$ cat config.mk
export PLATFORM = sky130hd
export DESIGN_NAME = fetch_unit
export DESIGN_NICKNAME = d
export VERILOG_FILES = /design/src/rtl/fetch_unit_pkg.sv /design/src/rtl/fetch_unit_op_len.sv /design/src/rtl/fetch_unit.sv
export SDC_FILE = /design/constraint.sdc
export NUM_CORES = 1
export LEC_CHECK = 0
export ABC_AREA = 1
export CORE_MARGIN = 3
export CORE_UTILIZATION = 50
export CTS_CLUSTER_DIAMETER = 150
export CTS_CLUSTER_SIZE = 16
export DETAILED_ROUTE_END_ITERATION = 10
export PLACE_DENSITY_LB_ADDON = 0.05
export SLEW_MARGIN = 20
export SYNTH_ARGS = -nofsm -noshare
export SYNTH_HDL_FRONTEND = slang
export SYNTH_SLANG_ARGS = --single-unit
export TNS_END_PERCENT = 5
$ cat constraint.sdc
create_clock -name clk -period 4.15 [get_ports clk]
set_input_delay 0.415 -clock clk [delete_from_list [all_inputs] [get_ports clk]]
set_output_delay 0.415 -clock clk [all_outputs]
set_load 0.03 [all_outputs]
$ cat src/rtl/fetch_unit_pkg.sv
// rtl/fetch_unit_pkg.sv - shared CPU package: fetch states, prefix, reset vector, decode-side encodings
package fetch_unit_pkg;

  typedef enum logic [2:0] {
    ST_IDLE    = 3'd0,
    ST_OP      = 3'd1,
    ST_CB      = 3'd2,
    ST_IMM_LO  = 3'd3,
    ST_IMM_HI  = 3'd4,
    ST_HOLD    = 3'd5,
    ST_HALTED  = 3'd6
  } fetch_state_t;

  localparam logic [7:0]  CB_PREFIX    = 8'hCB;
  localparam logic [15:0] RESET_VECTOR = 16'h0000;

  localparam logic [1:0] OPLEN_0 = 2'd0;
  localparam logic [1:0] OPLEN_1 = 2'd1;
  localparam logic [1:0] OPLEN_2 = 2'd2;

  // Register-file and data-bus select encodings shared with decode
  typedef enum logic [2:0] {
    REG_B, REG_C, REG_D, REG_E, REG_H, REG_L, REG_HL_IND, REG_A
  } reg_sel_t;

  typedef enum logic [2:0] {
    DBUS_MEM, DBUS_ALU, DBUS_REG, DBUS_IMM_LO, DBUS_IMM_HI, DBUS_PC_LO, DBUS_PC_HI
  } dbus_sel_t;

endpackage

$ cat src/rtl/fetch_unit_op_len.sv
// rtl/fetch_unit_op_len.sv - operand byte count for unprefixed opcodes
module op_len
  import fetch_unit_pkg::*;
(
  input  logic [7:0] opcode,
  output logic [1:0] len
);

  always_comb begin
    len = OPLEN_0;
    casez (opcode)
      8'b00??_?110,                         // LD r,d8
      8'b11??_?110,                         // ALU A,d8
      8'b001?_?000,                         // JR cc,r8
      8'h10, 8'h18,
      8'hE0, 8'hF0, 8'hE8, 8'hF8:  len = OPLEN_1;
      8'b00??_0001,                         // LD rr,d16
      8'b110?_?010,                         // JP cc,a16
      8'b110?_?100,                         // CALL cc,a16
      8'h08, 8'hC3, 8'hCD,
      8'hEA, 8'hFA:                len = OPLEN_2;
      default:                     len = OPLEN_0;
    endcase
  end

endmodule

$ cat src/rtl/fetch_unit.sv
// rtl/fetch_unit.sv - byte-serial instruction fetch: opcode, CB prefix and immediates to decode
module fetch_unit
  import fetch_unit_pkg::*;
(
  input  logic        clk,
  input  logic        rst,
  output logic        mem_rd_req,
  output logic [15:0] mem_addr,
  input  logic [7:0]  mem_rd_data,
  input  logic        mem_rd_ack,
  output logic [7:0]  op,
  output logic        op_cb,
  output logic [15:0] imm,
  output logic        op_valid,
  input  logic        op_ready,
  input  logic        pc_load,
  input  logic [15:0] pc_load_val,
  input  logic        halt,
  input  logic        wake,
  output logic [15:0] pc
);

  fetch_state_t state_q, state_d;
  logic [15:0]  pc_q, pc_d;
  logic [15:0]  imm_q, imm_d;
  logic [7:0]   op_q, op_d;
  logic         op_cb_q, op_cb_d;
  logic [1:0]   len_q, len_d;
  logic [1:0]   byte_len;

  op_len u_op_len (
    .opcode (mem_rd_data),
    .len    (byte_len)
  );

  always_ff @(posedge clk or posedge rst) begin
    if (rst) begin
      state_q <= ST_IDLE;
      pc_q    <= RESET_VECTOR;
      op_q    <= 8'h00;
      op_cb_q <= 1'b0;
      imm_q   <= 16'h0000;
      len_q   <= OPLEN_0;
    end else begin
      state_q <= state_d;
      pc_q    <= pc_d;
      op_q    <= op_d;
      op_cb_q <= op_cb_d;
      imm_q   <= imm_d;
      len_q   <= len_d;
    end
  end

  always_comb begin
    state_d    = state_q;
    pc_d       = pc_q;
    op_d       = op_q;
    op_cb_d    = op_cb_q;
    imm_d      = imm_q;
    len_d      = len_q;
    mem_rd_req = 1'b0;
    op_valid   = 1'b0;

    case (state_q)
      ST_IDLE: state_d = ST_OP;

      ST_OP: begin
        mem_rd_req = 1'b1;
        if (mem_rd_ack) begin
          pc_d    = pc_q + 16'd1;
          op_cb_d = 1'b0;
          imm_d   = 16'h0000;
          if (mem_rd_data == CB_PREFIX) begin
            state_d = ST_CB;
          end else begin
            op_d    = mem_rd_data;
            len_d   = byte_len;
            state_d = (byte_len == OPLEN_0) ? ST_HOLD : ST_IMM_LO;
          end
        end
      end

      ST_CB: begin
        mem_rd_req = 1'b1;
        if (mem_rd_ack) begin
          pc_d    = pc_q + 16'd1;
          op_d    = mem_rd_data;
          op_cb_d = 1'b1;
          state_d = ST_HOLD;
        end
      end

      ST_IMM_LO: begin
        mem_rd_req = 1'b1;
        if (mem_rd_ack) begin
          pc_d    = pc_q + 16'd1;
          imm_d   = {8'h00, mem_rd_data};
          state_d = (len_q == OPLEN_2) ? ST_IMM_HI : ST_HOLD;
        end
      end

      ST_IMM_HI: begin
        mem_rd_req = 1'b1;
        if (mem_rd_ack) begin
          pc_d    = pc_q + 16'd1;
          imm_d   = {mem_rd_data, imm_q[7:0]};
          state_d = ST_HOLD;
        end
      end

      ST_HOLD: begin
        op_valid = 1'b1;
        if (op_ready) state_d = halt ? ST_HALTED : ST_OP;
      end

      ST_HALTED: if (wake) state_d = ST_OP;

      default: state_d = ST_IDLE;
    endcase

    // Redirect wins everywhere; any byte acked this cycle is thrown away
    if (pc_load) begin
      pc_d    = pc_load_val;
      imm_d   = 16'h0000;
      op_d    = op_q;
      op_cb_d = op_cb_q;
      len_d   = len_q;
      state_d = ST_OP;
    end
  end

  assign mem_addr = pc_q;
  assign pc       = pc_q;
  assign op       = op_q;
  assign op_cb    = op_cb_q;
  assign imm      = imm_q;

endmodule

==> metrics, run 1 <==
Net count, final just under 500; leakage between 0.0015 and 0.002 uW; DRT iter0 DRCs 240; Synth area leaders dfrtp_1 42%, nand2_1 15%, nor2_1 5.7%; Avg Synthesized Cell Area 7.16 sq um; Mapped Cells 380; Setup WS pre-CTS between 1000 and 1500 ps; flops & latches, synth 46; final setup TNS 0 ps; worst vdd ir around 0.36 mV; TritonCTS Buffers 5; Fin Hold WS 498 ps; area of the multi-input gates ~0.0013 sq mm; gr ovfl total 0; commonest non-fill, non-tap cell in the layout nand2_1; CP required 4360 ps; routed via count 2,741; htree depth 2; final hold vios 0; Final min period 2540 ps; RSZ-0062 raised after global routing no; layout cells sized above 1 4.42%; CTS max path bufs 2; Worst-Margin Slew ~1000 ps; DR DRC count 0; status finished clean; ys async rst share 100%; Post-synth EDFFs 0; final core area utilization between 60% and 70%; antenna violations before repair 0; Final Wtd Congestion 0.912; # setup viols final 0; IO Count 90; Setup CP Type in -> reg; chip width between 70 and 80 um; mapped cell area between 0.002 and 0.003 sq mm; final wirelength roughly 7000 um; Crit. End Element flip-flop; CTS tree done; worst hold path class reg -> reg; Final WS setup between 1500 and 2000 ps; PwrDens 599 mW/mm^2; die height around 80 um; Layout area overhead 33.1%; largest net degree at the start of global routing 47; post-route antenna net violation count 0; max_cap viols 0; fill count roughly 430; Max Slew Vio Count 0; library cells used by synthesis 31; area of the die approximately 0.0064 sq mm; top-area cell type share of the netlist area a little over two fifths; DPL Wire Length 5160 um; Via density roughly 5.3; Pre-antenna DRT Iters 4; setup bufs post-CTS 0; wire per inst 13.2 um; crit path DAT between 2000 and 3000 ps; Initial Utilization approximately 53%; Reg area between 0.001 and 0.0015 sq mm; CTS Sinks 46; vias in the first global route between 2,000 and 3,000; antenna fix cells 0; worst-skew pair later-pin latency 300 ps; register area share after synthesis between 40% and 50%; commonest cells after routing, fill and taps aside 109 x nand2_1, 89 x clkdlybuf4s50_1, 46 x dfrtp_1, 41 x nor2_1, 31 x inv_1; FP Rows 26; GRT Total Usage approximately 23%; Final period util around 61%; skew final between 5 and 6 ps; port bufs slightly below 90; # resized after CTS 0; Power Total approximately 2200 uW; Warnings, synthesis 0; clock-pin slew on the worst setup and hold paths around 90 ps; first-pass GRT wire length around 12,000 um; cell taking the most area after synthesis dfrtp_1; syn_nets between 400 and 500; ys flop type dfrtp_1; Achievable Freq about 390 MHz; core area 0.00517 sq mm; Crit Path Max Fanout 37; Root Buffer clkbuf_8; Hold Buf Count CTS 0; Critical Path Source Type input pin; Rel. slew slack between 30 and 40%
final timing paths:
path,from,endpoint,slack (ps),cells after the start
min,imm[6],imm[6],500,2
max reg2reg,mem_addr[0],mem_addr[14],2270,8
max in group asynchronous,rst,mem_addr[14],3190,3
max,pc_load,imm[10],1610,6
min in group asynchronous,rst,op[4],550,3
min reg2reg,imm[6],imm[6],500,2
critical path: stages:
cell	delay, ps
clkdlybuf4s50_1	700
inv_2	600
nand2_1	140
o21ai_1	580
nand3_1	160
o21ai_0	130
layer usage:
layer,up-vias,part of all wire (%),GRT usage [%]
li1,1371,-,-
met5,-,0,0
met3,2,6.5,4.40
met2,95,45,35.4
met1,1273,48,33.6
met4,0,0.48,4.56
where the power goes:
part	leakage [uW]	total (uW)	switching (uW)	internal, uW
Combinational	0.00102	1190	734	451
Clock	0.0000447	286	165	122
Sequential	0.000584	697	131	565
Total	0.00165	2170	1030	1140
through the flow:
stage	std cells	cell area, sq um
6_report	522	3620
5_1_grt	522	3620
4_1_cts	522	3620
3_5_place_dp	514	3530
3_3_place_gp	514	3530
2_1_floorplan	380	2720
synth_stat cells (all sizes together) (2+ instances only):
library cell    n
dfrtp          46
a21oi           5
buf            21
nor3            7
o22ai           2
nand2         112
clkbuf          5
xor2            2
inv            36
o21ai          44
nand4           9
nor2           44
o211ai          7
nand3          31
layout make-up:
class / instances / area share (%)
tap: 70 / 2.42
timing repair buffer: 90 / 24.8
clock inverter: 3 / 0.691
multi-input combinational: 272 / 34.6
clock buffer: 5 / 1.90
inverter: 36 / 3.73
sequential: 46 / 31.8
logic make-up after synthesis:
logic type               share of synthesized area [%]
AO/OA/AOI/OAI                                     12.8
XOR/XNOR                                         0.966
adder cells (fa/ha/maj)                          0.460
buffers and inverters                             11.6
flip-flops                                        42.3
AND/OR/NAND/NOR                                   31.9
registers in the layout (all words and copies together) (netlist names):
register / cells
len_q: 2
mem_addr: 16
op: 8
imm: 16
state_q: 3
op_cb: 1
(Power assumes the default switching activity.)
==> inputs of run 2 (changes only) <==
--- a/config.mk
+++ b/config.mk
@@ -7,7 +7,7 @@
 export LEC_CHECK = 0
 export ABC_AREA = 1
 export CORE_MARGIN = 3
-export CORE_UTILIZATION = 50
+export CORE_UTILIZATION = 42
 export CTS_CLUSTER_DIAMETER = 150
 export CTS_CLUSTER_SIZE = 16
 export DETAILED_ROUTE_END_ITERATION = 10
==> constraint.sdc (replaced) <==
create_clock -name clk -period 2.3 [get_ports clk]
set_input_delay 0.23 -clock clk [delete_from_list [all_inputs] [get_ports clk]]
set_output_delay 0.23 -clock clk [all_outputs]
set_load 0.03 [all_outputs]
==> run 2 against run 1 <==
- wire length is 3.2% higher
- core utilization is 9.9 points lower
- sequential cell count stayed put
- register-to-register slack worse by 1800 ps
- final cell count is 1.9% higher
- sequential share of layout area is 0.38 points lower
- via count is 0.80% lower
- first-iteration DRC count is 27% lower
- die area is 18% higher
- power is 81% higher
- largest power group unchanged
==> metrics, run 2 (synthesized netlist as in run 1, its figures left out) <==
DRT iter0 DRCs 176 (-27%); area of the multi-input gates 0.00126 sq mm (+0.30%); CP max stage cell clkdlybuf4s50_1; PwrDens 1070 mW/mm^2 (+79%); max_cap viols 0 (unchanged); Setup CP Type reg -> out; FP Rows 28 (+7.7%); TritonCTS Buffers 5 (unchanged); worst-path cell chain inv_1 -> nor2_1 -> nand2_1 -> nand3_2 -> clkdlybuf4s50_1; layout cells sized above 1 5.69% (+1.3 points); post-route antenna net violation count 0 (unchanged); Crit. End Element output port; leakage 0.00167 uW (+1.5%); commonest cells after routing, fill and taps aside 109 x nand2_1, 89 x clkdlybuf4s50_1, 46 x dfrtp_1, 41 x nor2_1, 31 x inv_1; RSZ-0062 raised after global routing no; die height 86.5 um (+8.4%); core area 0.00610 sq mm (+18%); crit-path max cell delay 690 ps (about the same); setup bufs post-CTS 0 (unchanged); Achievable Freq approximately 470 MHz; Layout area overhead 34.7%; gr ovfl total 0 (unchanged); fill count 601 (+39%); Critical Path Source Type flip-flop; Reg area 0.00115 sq mm (unchanged); Worst Setup SP state_q[1]; CTS tree done; Rel. slew slack 48.0% (+17 points); Via density 5.11 (-2.7%); area of the die 0.00748 sq mm (+18%); antenna fix cells 0 (unchanged); final hold vios 0 (unchanged); DPL Wire Length 5490 um (+6.4%); Hold Buf Count CTS 0 (unchanged); htree depth 2 (unchanged); wire per inst 13.4 um (+1.2%); reg-to-reg startpoint state_q[1]; GRT Total Usage 20.3% (-2.6 points); crit path DAT 1910 ps (-840 ps); commonest non-fill, non-tap cell in the layout nand2_1; Fin Hold WS 265 ps (-233 ps); worst-skew pair later-pin latency 310 ps (about the same); CTS Sinks 46 (unchanged); clock-pin slew on the worst setup and hold paths 90 ps (about the same); # setup viols final 0 (unchanged); Final period util 92.9%; vias in the first global route 2,518 (-0.55%); routed via count 2,719 (-0.80%); Initial Utilization 44.6% (-8.0 points); largest net degree at the start of global routing 23 (-51%); CTS max path bufs 2 (unchanged); antenna violations before repair 0 (unchanged); final setup TNS 0 ps (unchanged); IO Count 90 (unchanged); Max Slew Vio Count 0 (unchanged); Pre-antenna DRT Iters 4 (unchanged); Final min period 2140 ps; skew final 10.2 ps (+4.24 ps); Crit Path Max Fanout 7 (-81%); Final Wtd Congestion 0.857 (-6.0%); port bufs 89 (unchanged); Worst-Margin Slew 775 ps (-251 ps); Net count, final 488 (+1.0%); # resized after CTS 0 (unchanged); final wirelength 7130 um (+3.2%); worst hold path class in -> async; DR DRC count 0 (unchanged); status finished clean; Root Buffer clkbuf_8; chip width 86.5 um (+8.4%); first-pass GRT wire length 12,200 um (+3.9%); worst vdd ir 0.741 mV (+110%); CP required 2070 ps (-2290 ps)
run 2: final cells by class:
| cell class | count | share of cell area, % |
|---|---|---|
| clock inverters | 3 | 0.581 |
| multi-input cells | 272 | 34.3 |
| well taps | 75 | 2.56 |
| inverters | 36 | 3.69 |
| clock buffers | 5 | 1.88 |
| flip-flops and latches | 46 | 31.4 |
| repair buffers | 95 | 25.5 |
run 2: critical path: cells and delay by family (launching register included):
kind                   cells  cell delay [ps]
DFF                        1              360
and+or+nand+nor            3              440
buffers and inverters      2              800
run 2: routing by layer:
metal / vias to the layer above / part of all wire (%) / wire (um) / GRT usage (%)
met3: 8 / 6.5 / 462 / 3.33
met1: 1240 / 50 / 3550 / 32.0
li1: 1382 / - / - / -
met2: 89 / 43 / 3050 / 28.5
met5: - / 0 / 0 / 0
met4: 0 / 1.1 / 77 / 5.52
run 2: metrics by stage:
stage	power, uW	setup slack (ps)	std cells	utilization (%)	instance area [sq um]
after floorplan	2710	579	380	-	2720
after global placement	3420	316	524	58.6	3570
after detailed placement	3430	229	524	58.6	3570
after CTS	3950	176	532	60.0	3660
after global routing	4220	35.0	532	60.1	3660
final	3930	163	532	60.1	3660
run 2: worst paths after layout:
check,to,slack [ps],depth (start not counted)
max in group asynchronous,op[1],1380,3
min,imm[3],270,2
min reg2reg,state_q[1],490,2
max reg2reg,mem_addr[10],460,9
max,mem_rd_req,160,5
min in group clk,mem_addr[1],480,3
run 2: where the power goes:
group	total [uW]	switching, uW	internal [uW]	leakage (uW)
Clock	513	299	214	0.0000441
Sequential	1250	233	1020	0.000584
Combinational	2160	1330	828	0.00104
Total	3930	1860	2060	0.00167
